File: src/rtl/axi_pkg.sv
// Shared AXI bus widths, burst/response encodings and the slave FSM states.
// Imported by every file of the SRAM slave.
package axi_pkg;

  localparam int AXI_IDS_BITS  = 8;
  localparam int AXI_ADDR_BITS = 32;
  localparam int AXI_LEN_BITS  = 4;
  localparam int AXI_SIZE_BITS = 3;
  localparam int AXI_DATA_BITS = 32;
  localparam int AXI_STRB_BITS = 4;

  typedef enum logic [1:0] {
    BURST_FIXED = 2'b00,
    BURST_INCR  = 2'b01,
    BURST_WRAP  = 2'b10
  } burst_t;

  typedef enum logic [1:0] {
    RESP_OKAY   = 2'b00,
    RESP_EXOKAY = 2'b01,
    RESP_SLVERR = 2'b10,
    RESP_DECERR = 2'b11
  } resp_t;

  typedef enum logic [2:0] {
    ST_IDLE,
    ST_WBEAT,
    ST_WRESP,
    ST_RADDR,
    ST_RDATA
  } state_t;

  // WRAP and the reserved encoding are both answered with SLVERR, as is any beat wider than the bus.
  function automatic logic burst_err(input logic [1:0] burst, input logic [AXI_SIZE_BITS-1:0] size);
    return burst[1] || (size > 3'd2);
  endfunction

endpackage

File: src/rtl/axi_burst_addr.sv
// Next beat address for a burst; FIXED holds the address, every other
// encoding (including WRAP) steps by the beat size like INCR.
module axi_burst_addr
  import axi_pkg::*;
(
  input  logic [AXI_ADDR_BITS-1:0] i_addr,
  input  logic [AXI_SIZE_BITS-1:0] i_size,
  input  logic [1:0]               i_burst,
  output logic [AXI_ADDR_BITS-1:0] o_next_addr
);

  logic [AXI_ADDR_BITS-1:0] w_step;

  assign w_step      = {{(AXI_ADDR_BITS-1){1'b0}}, 1'b1} << i_size;
  assign o_next_addr = (i_burst == BURST_FIXED) ? i_addr : i_addr + w_step;

endmodule

File: src/rtl/axi_sram_slave.sv
// AXI4 slave that serialises one burst at a time onto a single-port SRAM,
// alternating priority between the write and read address channels.
module axi_sram_slave
  import axi_pkg::*;
#(
  parameter int SRAM_AW = 14
) (
  input  logic                     ACLK,
  input  logic                     ARESET,
  input  logic [AXI_IDS_BITS-1:0]  AWID,
  input  logic [AXI_ADDR_BITS-1:0] AWADDR,
  input  logic [AXI_LEN_BITS-1:0]  AWLEN,
  input  logic [AXI_SIZE_BITS-1:0] AWSIZE,
  input  logic [1:0]               AWBURST,
  input  logic                     AWVALID,
  output logic                     AWREADY,
  input  logic [AXI_DATA_BITS-1:0] WDATA,
  input  logic [AXI_STRB_BITS-1:0] WSTRB,
  input  logic                     WLAST,
  input  logic                     WVALID,
  output logic                     WREADY,
  output logic [AXI_IDS_BITS-1:0]  BID,
  output logic [1:0]               BRESP,
  output logic                     BVALID,
  input  logic                     BREADY,
  input  logic [AXI_IDS_BITS-1:0]  ARID,
  input  logic [AXI_ADDR_BITS-1:0] ARADDR,
  input  logic [AXI_LEN_BITS-1:0]  ARLEN,
  input  logic [AXI_SIZE_BITS-1:0] ARSIZE,
  input  logic [1:0]               ARBURST,
  input  logic                     ARVALID,
  output logic                     ARREADY,
  output logic [AXI_IDS_BITS-1:0]  RID,
  output logic [AXI_DATA_BITS-1:0] RDATA,
  output logic [1:0]               RRESP,
  output logic                     RLAST,
  output logic                     RVALID,
  input  logic                     RREADY,
  output logic                     sram_cs,
  output logic                     sram_we,
  output logic [SRAM_AW-1:0]       sram_addr,
  output logic [31:0]              sram_wdata,
  output logic [3:0]               sram_bwe,
  input  logic [31:0]              sram_rdata
);

  state_t                   r_state;
  logic                     r_prio_w;
  logic [AXI_IDS_BITS-1:0]  r_id;
  logic [AXI_ADDR_BITS-1:0] r_addr;
  logic [AXI_LEN_BITS-1:0]  r_len;
  logic [AXI_SIZE_BITS-1:0] r_size;
  logic [1:0]               r_burst;
  logic [AXI_LEN_BITS-1:0]  r_beat_cnt;
  logic                     r_err;

  logic                     w_idle;
  logic                     w_aw_hs;
  logic                     w_ar_hs;
  logic                     w_w_hs;
  logic                     w_last_beat;
  logic [AXI_ADDR_BITS-1:0] w_next_addr;
  logic [1:0]               w_resp;

  axi_burst_addr u_burst_addr (
    .i_addr      (r_addr),
    .i_size      (r_size),
    .i_burst     (r_burst),
    .o_next_addr (w_next_addr)
  );

  // Ready is gated by reset so nothing can be granted while ARESET is high.
  assign w_idle      = (r_state == ST_IDLE) && !ARESET;
  assign AWREADY     = w_idle && (!ARVALID || r_prio_w);
  assign ARREADY     = w_idle && (!AWVALID || !r_prio_w);
  assign w_aw_hs     = AWVALID && AWREADY;
  assign w_ar_hs     = ARVALID && ARREADY;
  assign WREADY      = (r_state == ST_WBEAT);
  assign w_w_hs      = WVALID && WREADY;
  assign w_last_beat = (r_beat_cnt == r_len);
  assign w_resp      = r_err ? RESP_SLVERR : RESP_OKAY;

  assign BVALID = (r_state == ST_WRESP);
  assign BID    = BVALID ? r_id : '0;
  assign BRESP  = BVALID ? w_resp : RESP_OKAY;

  assign RVALID = (r_state == ST_RDATA);
  assign RID    = RVALID ? r_id : '0;
  assign RDATA  = RVALID ? sram_rdata : '0;
  assign RRESP  = RVALID ? w_resp : RESP_OKAY;
  assign RLAST  = RVALID && w_last_beat;

  assign sram_cs    = w_w_hs || (r_state == ST_RADDR);
  assign sram_we    = w_w_hs;
  assign sram_addr  = sram_cs ? r_addr[SRAM_AW+1:2] : '0;
  assign sram_wdata = w_w_hs ? WDATA : '0;
  assign sram_bwe   = w_w_hs ? WSTRB : '0;

  always_ff @(posedge ACLK) begin
    if (ARESET) begin
      r_state    <= ST_IDLE;
      r_prio_w   <= 1'b1;
      r_id       <= '0;
      r_addr     <= '0;
      r_len      <= '0;
      r_size     <= '0;
      r_burst    <= '0;
      r_beat_cnt <= '0;
      r_err      <= 1'b0;
    end else begin
      case (r_state)
        ST_IDLE: begin
          if (w_aw_hs) begin
            r_id       <= AWID;
            r_addr     <= AWADDR;
            r_len      <= AWLEN;
            r_size     <= AWSIZE;
            r_burst    <= AWBURST;
            r_beat_cnt <= '0;
            r_err      <= burst_err(AWBURST, AWSIZE);
            r_prio_w   <= !r_prio_w;
            r_state    <= ST_WBEAT;
          end else if (w_ar_hs) begin
            r_id       <= ARID;
            r_addr     <= ARADDR;
            r_len      <= ARLEN;
            r_size     <= ARSIZE;
            r_burst    <= ARBURST;
            r_beat_cnt <= '0;
            r_err      <= burst_err(ARBURST, ARSIZE);
            r_prio_w   <= !r_prio_w;
            r_state    <= ST_RADDR;
          end
        end
        // A WLAST that does not line up with AWLEN (early or late) poisons the response.
        ST_WBEAT: begin
          if (w_w_hs) begin
            r_addr     <= w_next_addr;
            r_beat_cnt <= r_beat_cnt + 1'b1;
            r_err      <= r_err || (WLAST != w_last_beat);
            if (WLAST) begin
              r_state <= ST_WRESP;
            end
          end
        end
        ST_WRESP: begin
          if (BREADY) begin
            r_state <= ST_IDLE;
          end
        end
        ST_RADDR: begin
          r_state <= ST_RDATA;
        end
        ST_RDATA: begin
          if (RREADY) begin
            if (w_last_beat) begin
              r_state <= ST_IDLE;
            end else begin
              r_addr     <= w_next_addr;
              r_beat_cnt <= r_beat_cnt + 1'b1;
              r_state    <= ST_RADDR;
            end
          end
        end
        default: r_state <= ST_IDLE;
      endcase
    end
  end

endmodule

File: config.mk
export PLATFORM = sky130hd
export DESIGN_NAME = axi_sram_slave
export DESIGN_NICKNAME = d
export VERILOG_FILES = /design/src/rtl/axi_pkg.sv /design/src/rtl/axi_burst_addr.sv /design/src/rtl/axi_sram_slave.sv
export SDC_FILE = /design/constraint.sdc
export NUM_CORES = 1
export LEC_CHECK = 0
export ABC_CLOCK_PERIOD_IN_PS = 2500
export BUFFER_PORTS_ARGS = -buffer_cell sky130_fd_sc_hd__buf_2
export CAP_MARGIN = 20
export CORE_AREA = 2 2 112 114
export CTS_CLUSTER_SIZE = 24
export DETAILED_ROUTE_END_ITERATION = 8
export DIE_AREA = 0 0 114 116
export PLACE_DENSITY = 0.66
export SYNTH_ARGS = -nofsm -noshare
export SYNTH_HDL_FRONTEND = slang
export SYNTH_SLANG_ARGS = --single-unit
File: constraint.sdc
create_clock -name ACLK -period 2.5 [get_ports ACLK]
set_clock_uncertainty 0.05 [all_clocks]
set_input_delay 0.25 -clock ACLK [delete_from_list [all_inputs] [get_ports ACLK]]
set_output_delay 0.25 -clock ACLK [all_outputs]
set_load 0.01 [all_outputs]
Yosys cells after proc, flatten, opt, wreduce, memory -nomap -nowiden. Index checks and enable logic that the tools add are counted.

Output and inout port bits: 110. Flip-flop bits (word level): 58. Input bits: 174.

Order comparisons: 2. Equal/unequal tests: 12. Reductions and logical operators: 26. Mux-type cells: 44. $add $sub $neg: 2. Shift-type cells: 1.

Operator list (count): 32-bit 2-to-1 mux (8); 32-bit case mux with 3 select lines (1); 32-bit adder (1); 4-bit 2-to-1 mux (8); 8-bit 2-to-1 mux (4); 1-bit by 3-bit << shifter with 32-bit output (first input constant) (1); 3-bit 2-to-1 mux (8); 3-bit case mux with 5 select lines (1); 14-bit 2-to-1 mux (1); 2-bit 2-to-1 mux (6); 4-bit case mux with 3 select lines (1); 5-bit AND reduction (2); 1-bit logical AND (7); 3-bit by 2-bit == test with 1-bit output (second input constant) (2); 3-bit by 2-bit greater-than comparator with 1-bit output (second input constant) (2); 1-bit logical OR (6); 2-bit by 1-bit inequality test with 1-bit output (second input constant) (3); 1-bit 2-to-1 mux (5); 4-bit by 1-bit adder with 4-bit output (second input constant) (1); 4-bit == test (1); 1-bit logical NOT (4); 2-bit inequality test (second input constant) (2); 2-bit nonzero test (2); 3-bit by 1-bit == test with 1-bit output (second input constant) (1); other kinds (9) (9).

Longest topological paths before layout. Gate-level depths: netlist of run 1.

Depth after elaboration: 7. Gate-level depth with buffers: 10. Gate-level depth less buffers: 9.

Cells and area by module. Synthesis of run 1 repeated with hierarchy kept, for this count alone.

Cells, all modules: 676. Area total of the unflattened synthesis: 4914.7 µm².

By module, submodules not included: axi_sram_slave (seq. area each 1161.1 µm², area each 3781.1 µm², cells an instance 523, instances 1); axi_burst_addr (seq. area each 0.0 µm², area each 1133.6 µm², cells an instance 153, instances 1).

Worst setup path after synthesis of run 1. OpenSTA, ideal clock, no wires.

Path type: flip-flop to flip-flop. Start: reg r_size[2]. End: reg r_addr[12]. Cell stages (with the launch flop): 11. Setup slack: -0.109 ns. Arrival: 2.463 ns. Library setup time: 0.095 ns. Clock period less this slack: 2.609 ns. Path through: dfxtp_1 clkbuf_1 nor3_1 ha_1 fa_1 a21o_1 a21oi_1 o21ai_0 a21oi_1 o211ai_1 a221oi_1.

Word-level cells in the longest chain between the ends: 6. Elaborated cells between the ends (all ways): 7. Classes of those cells: add/sub (1); shift (1); mux (5).

Ends and longest elaborated chain: start: declaration (line axi_sram_slave.sv:52) `logic [AXI_SIZE_BITS-1:0] r_size;`; start signal: assignment (line axi_sram_slave.sv:106) `r_size <= '0;`; start signal: assignment (line axi_sram_slave.sv:117) `r_size <= AWSIZE;`; start signal: assignment (line axi_sram_slave.sv:127) `r_size <= ARSIZE;`; 1-bit by 3-bit << shifter with 32-bit output (*) (line axi_burst_addr.sv:14) `assign w_step = {{(AXI_ADDR_BITS-1){1'b0}}, 1'b1} << i_size;`; 32-bit adder (*) (line axi_burst_addr.sv:15) `assign o_next_addr = (i_burst == BURST_FIXED) ? i_addr : i_addr + w_step;`; 32-bit 2-to-1 mux (*) (line axi_burst_addr.sv:15); 32-bit 2-to-1 mux (line axi_sram_slave.sv:156) `if (w_last_beat) begin`; 32-bit 2-to-1 mux (line axi_sram_slave.sv:155) `if (RREADY) begin`; 32-bit case mux with 3 select lines (*) (line axi_sram_slave.sv:111) `case (r_state)`; end signal: assignment (line axi_sram_slave.sv:138) `r_addr <= w_next_addr;`; end signal: assignment (line axi_sram_slave.sv:159) `r_addr <= w_next_addr;`; end: declaration (line axi_sram_slave.sv:50) `logic [AXI_ADDR_BITS-1:0] r_addr;`.

Mark *: on every way between the ends. The rest lies on a longest branch, timed or not. The select of a mux whose other input is x is not followed. A chain may end at the register's enable or synchronous reset.

Final worst setup path of run 1.
Start: reg r_size[1]. End: reg r_addr[12].

Same word-level chain as after synthesis.

==> out/qor.yml, run 1 <==
status: "finished clean"
grt_max_degree: 44
worst_pin_slew_ns: 0.549
slowest_stage: "dfxtp_2"
cp_num_buf_inv: 1
insertion_delay_ns: 0.28
powerDensity_mw_per_mm2: 575
slew_headroom_pct: 63.2
place_hpwl_microns: 10500
p_leak_nw: 3.06
worstSetupStartpointType: "flip-flop"
viasPerCell: 4.86
max-vdd-ir-drop_mv: 0.303
placedCellCount: 832
cp-end-kind: "flip-flop"
final_area_sq_mm: 0.00524
die_x_microns: 114
final-setup-viol-count: 0
hold_viol: 0
fp-row-count: 40
die_area_sq_mm: 0.0132
fin_crit_ns: 2.39
cp.arrival_ns: 2.53
required_ns: 2.64
fmax_ghz: 0.418
n_fill_cell: 1241
rsz0062_at_grt: "true"
crit_type: "flip-flop to flip-flop"
cts-hold-fix-buffers: 0
maxCapViolations: 0
async_flop_share_pct: 0
antenna_found_initial: 1
synthTopCellsByArea: "dfxtp_1 24%, and2_1 9.9%, mux2i_1 8.8%"
clock_sinks: 42
portBuffers: 249
synth_seq_cells: 42
syn-cell-area_sq_mm: 0.00353
nets: 876
slew_viol_final: 0
post-route-util_pct: 44.0
gp_congestion: 0.828
r2r_start: "r_size[1]"
min_from: "AWID[4]"
r2r-end: "r_addr[12]"
vias: 4085
yosysMostFrequentCell: "and2_1"
gr-total-overflow: 0
first_pass_iters: 4
avgSynthCellArea_sq_um: 7.93
drt_iter0_drc: 233
drive_above_1_share_pct: 44.6
path_cells: "buf_4 -> nor3b_1 -> ha_1 -> a21o_1 -> a21oi_1 -> o21ai_1 -> a21oi_2 -> o211ai_1 -> a221oi_1"
clkTransAtPathRegs_ns: 0.06
power_mw: 3.01
r2r_cells: 9
cts_made_buffers: 5
crit_path_max_incr_delay_ns: 0.36
fin_crit_sh_pct: 95.6
drc: 0
yosysWarnings: 0
grt_pass1_wl_microns: 19100
syn_to_final_growth_pct: 48.4
root_buffer: "clkbuf_16"
h-tree-depth: 2
yosysSeqAreaShare_pct: 23.8
routed_wl_microns: 13100
min_delay_path_depth: 3
cp_max_fo: 5
r2r_slack_ns: 0.11
yosysTopAreaCellShare_pct: 23.8
fin_ws_ns: 0.109
start_util_pct: 29.6
ant_nets: 0
pre_cts_slack_ns: 0.0197
hp-class: "primary input to flip-flop"
grt_pass1_vias: 3663
ios: 284
synth_edf_count: 0
yosys.area.top_type: "dfxtp_1"
synthTopCellsByCount: "56 x and2_1, 48 x and3_1, 42 x dfxtp_1"
die_h_microns: 116
synthCells: 445
holdPathEnd: "r_id[4]"
synth.distinct_cells: 61
wl_per_cell_microns: 15.5
ys.flop_type: "dfxtp_1"
place_area_sq_mm: 0.00503
ctsLongestPathBuffers: 2
fin_setup_tns_ns: 0
crit_family: "compound AO/OA/AOI/OAI gates"
core_sq_mm: 0.0119
grt_usage_pct: 18.2
final_cells: 841
timing.hold.ws_ns: 0.172
cts_tree: "yes"
[sequential cells by signal (all words and copies together) (netlist names)]
register	count
r_prio_w	1
r_err	1
r_beat_cnt	4
r_len	4
r_state	3
r_id	8
r_addr	16
r_size	3
r_burst	2
[worst max-delay path by stage]
stage | end | from | cells past startpoint
after floorplan | r_addr[11] | r_size[0] | 9
after global placement | r_addr[12] | r_size[2] | 9
after detailed placement | r_addr[12] | r_size[2] | 9
after CTS | r_addr[12] | r_size[2] | 10
after global routing | r_addr[9] | r_size[2] | 9
final | r_addr[12] | r_size[1] | 9
[cell usage in the layout (no fill, tap or decap), types with 5 or more instances in the layout]
master     instances
buf_2            249
nor3_1             8
nand3b_1          17
a21oi_1           24
a21o_1             5
xnor2_1            6
dfxtp_1           39
xor2_1             9
mux2i_1           31
and2_1            56
o21ai_0           11
clkbuf_16          5
o21ai_1            9
nor2_1            24
nand2_1           22
buf_4             28
nand3_1            5
a211o_1            6
inv_1              7
and3_1            48
ha_1               8
[report_power, final]
group	internal, mW	switching (mW)
logic	0.565	0.642
registers	0.811	0.118
clock network	0.600	0.275
total	1.98	1.03
[layer usage]
layer	up-vias	global-route usage [%]	part of all wire (%)
met1	1846	24.4	44
met2	155	31.4	49
met3	4	3.50	6.1
met4	0	2.28	0.43
li1	2080	-	-
met5	-	0	0
[worst register-to-register path, delay by kind of cell, from the launching register on]
kind / cells / cell delay, ns
buffers and inverters: 1 / 0.13
DFF: 1 / 0.36
AOI/OAI and AO/OA: 6 / 1.23
and+or+nand+nor: 1 / 0.20
adders and majority gates: 1 / 0.31
[cell families after synthesis]
logic type,count (synthesis),share of synthesized area (%)
other cells,1,0.106
mux,35,10.1
flops,42,23.8
buf+inv,48,6.56
fa+ha+maj,10,3.76
xor+xnor,15,3.72
simple gates,203,33.8
compound gates,91,18.2
[what timing repair did]
action,CTS,global route
setup endpoints to repair,1,6
pin swaps,1,1
buffers inserted,0,0
gates resized for setup,4,2
[cell type report]
type	instances	area [sq um]	share of cell area [%]
Sequential cell	42	845	16.1
Inverter	8	30.0	0.573
Tap cell	147	184	3.51
Clock inverter	2	60.1	1.15
Multi-Input combinational cell	356	2480	47.4
Timing Repair Buffer	279	1500	28.6
Clock buffer	6	139	2.65
Antenna cell	1	2.50	0.0478
Power figures use the tool's default switching activity.
==> run 2, diff against run 1 <==
Settings changed: BUFFER_PORTS_ARGS -buffer_cell sky130_fd_sc_hd__buf_2 to -buffer_cell sky130_fd_sc_hd__clkbuf_2.
==> run 2 against run 1 <==
Compared with the run above: clock power decreased by 14%; flip-flop and latch count unchanged; non-clock buffer count down 5; via count fell by 1.7%; combinational power fell by 3%; clock-buffer cell count unchanged; die area did not move; first-iteration DRC count down 15%; worst hold slack better by 0.0068 ns; largest cell class unchanged; critical path depth down 1.
==> out/qor.yml, run 2 (synthesized netlist as in run 1, its figures left out) <==
grt_pass1_vias: 3556  # was 3663
gp_congestion: 0.820  # was 0.828
maxCapViolations: 0  # unchanged
nets: 871  # was 876
required_ns: 2.62  # was 2.64 ns
start_util_pct: 29.6  # unchanged
place_hpwl_microns: 10500  # about the same
fin_ws_ns: 0.129  # was 0.109 ns
syn_to_final_growth_pct: 46.5  # was 48.4%
die_h_microns: 116  # unchanged
final_cell_mix: "249 x clkbuf_2, 56 x and2_1, 48 x and3_1, 39 x dfxtp_1, 31 x mux2i_1"  # was 249 x buf_2, 56 x and2_1, 48 x and3_1, 39 x dfxtp_1, 31 x mux2i_1
n_antenna_cell: 0  # was 1
slew_viol_final: 0  # unchanged
ios: 284  # unchanged
fin_crit_sh_pct: 94.8  # was 95.6%
wl_met3_microns: 648  # was 797 microns
pre_cts_slack_ns: 0.00508  # was 0.0197 ns
worst_pin_slew_ns: 0.572  # was 0.549 ns
clkTransAtPathRegs_ns: 0.06  # about the same
hp-class: "primary input to flip-flop"  # unchanged
core_sq_mm: 0.0119  # unchanged
portBuffers: 249  # unchanged
cp-end-kind: "flip-flop"  # unchanged
cp_max_fo: 9  # was 5
die_area_sq_mm: 0.0132  # unchanged
gr-total-overflow: 0  # unchanged
die_x_microns: 114  # unchanged
root_buffer: "clkbuf_16"  # unchanged
powerDensity_mw_per_mm2: 554  # was 575 mW/mm^2
routed.top_layer: "met4"  # unchanged
worstSetupStartpointType: "flip-flop"  # unchanged
ant_nets: 0  # unchanged
multi_input_area_sq_mm: 0.00249  # was 0.00248 sq mm
drt_iter0_drc: 198  # was 233
slew_headroom_pct: 61.7  # was 63.2%
hold_viol: 0  # unchanged
seq_area_sq_um: 850  # was 845 sq um
rsz0062_at_grt: "false"  # was true
wl_per_cell_microns: 15.6  # was 15.5 microns
dr_wl_met2_microns: 6380  # was 6420 microns
crit_type: "flip-flop to flip-flop"  # unchanged
top_regs: "r_addr (16), r_id (8)"  # unchanged
fp-row-count: 40  # unchanged
insertion_delay_ns: 0.28  # about the same
grt_pass1_wl_microns: 18900  # was 19100 microns
vias: 4016  # was 4085
power_mw: 2.87  # was 3.01 mW
largest_reg_flops: 16  # unchanged
p_leak_nw: 2.96  # was 3.06 nW
cts-hold-fix-buffers: 0  # unchanged
layout.cells.most_common: "clkbuf_2"  # was buf_2
final-setup-viol-count: 0  # unchanged
antenna_found_initial: 0  # was 1
clock_sinks: 42  # unchanged
grt_max_degree: 44  # unchanged
max-vdd-ir-drop_mv: 0.293  # was 0.303 mV
timing.hold.ws_ns: 0.178  # was 0.172 ns
viasPerCell: 4.82  # was 4.86
cts_tree: "yes"  # unchanged
fin_crit_ns: 2.37  # was 2.39 ns
h-tree-depth: 2  # unchanged
routed_wl_microns: 13000  # was 13100 microns
fin_setup_tns_ns: 0  # unchanged
cp.arrival_ns: 2.49  # was 2.53 ns
fmax_ghz: 0.422  # was 0.418 GHz
ctsLongestPathBuffers: 2  # unchanged
drt-met1-wl_microns: 5890  # was 5790 microns
drive_above_1_share_pct: 44.3  # was 44.6%
first_pass_iters: 4  # unchanged
drc: 0  # unchanged
cts_made_buffers: 5  # unchanged
grt_usage_pct: 18.1  # was 18.2%
status: "finished clean"  # unchanged
regMostFlops: "r_addr"  # unchanged
n_fill_cell: 1290  # was 1241
-- run 2: changes by cell type in the layout (fill, tap and decap cells not counted), moves of 2 or more --
cell / delta
buf_2: -249
nor3b_1: -2
nor3b_2: +2
dfxtp_2: -2
clkbuf_2: +249
dfxtp_4: +2
buf_4: -4
-- run 2: layer usage --
| layer | vias to the layer above | global-route usage, % |
|---|---|---|
| met4 | 0 | 2.85 |
| met1 | 1812 | 24.7 |
| met5 | - | 0 |
| li1 | 2066 | - |
| met3 | 4 | 2.88 |
| met2 | 134 | 30.6 |
-- run 2: timing repair --
item,in CTS,in global routing
buffers inserted,1,0
gates resized for setup,2,7
pin swaps,1,2
setup endpoints to repair,2,7
-- run 2: final timing paths --
check	to	slack, ns	from	cells past startpoint
worst max-delay path	r_addr[11]	0.13	r_size[2]	8
worst min-delay path	r_id[5]	0.18	AWID[5]	3
worst max register to register	r_addr[11]	0.13	r_size[2]	8
worst min register to register	r_addr[15]	0.40	r_addr[15]	1
-- run 2: area by class of cell --
| class | count | area share (%) |
|---|---|---|
| clock buffer | 6 | 2.69 |
| clock inverter | 1 | 0.581 |
| inverter | 8 | 0.581 |
| multi-input combinational | 356 | 48.2 |
| sequential | 42 | 16.4 |
| tap | 147 | 3.56 |
| timing repair buffer | 274 | 28.0 |
-- run 2: stage by stage --
| step | util [%] | area [sq um] | cells |
|---|---|---|---|
| 6_report | 43.4 | 5170 | 834 |
| 3_3_place_gp | 41.7 | 4970 | 826 |
| 2_1_floorplan | - | 3540 | 446 |
| 3_5_place_dp | 41.7 | 4970 | 826 |
| 5_1_grt | 43.4 | 5170 | 834 |
| 4_1_cts | 43.2 | 5150 | 834 |
-- run 2: worst max-delay path, cell delays in order (launching register included) --
cell and delay (ns):
dfxtp_4 0.38, and3b_1 0.19, ha_1 0.28, a21o_1 0.18, a21oi_1 0.13, nand2_1 0.09, a221o_1 0.40, mux2_2 0.30
o221a_2 0.24
-- run 2: report_power, final --
part           leakage, nW  switching [mW]  internal [mW]
registers            0.348           0.126          0.814
clock network       0.0829           0.263          0.493
logic                 2.53           0.629          0.540
total                 2.96            1.02           1.85
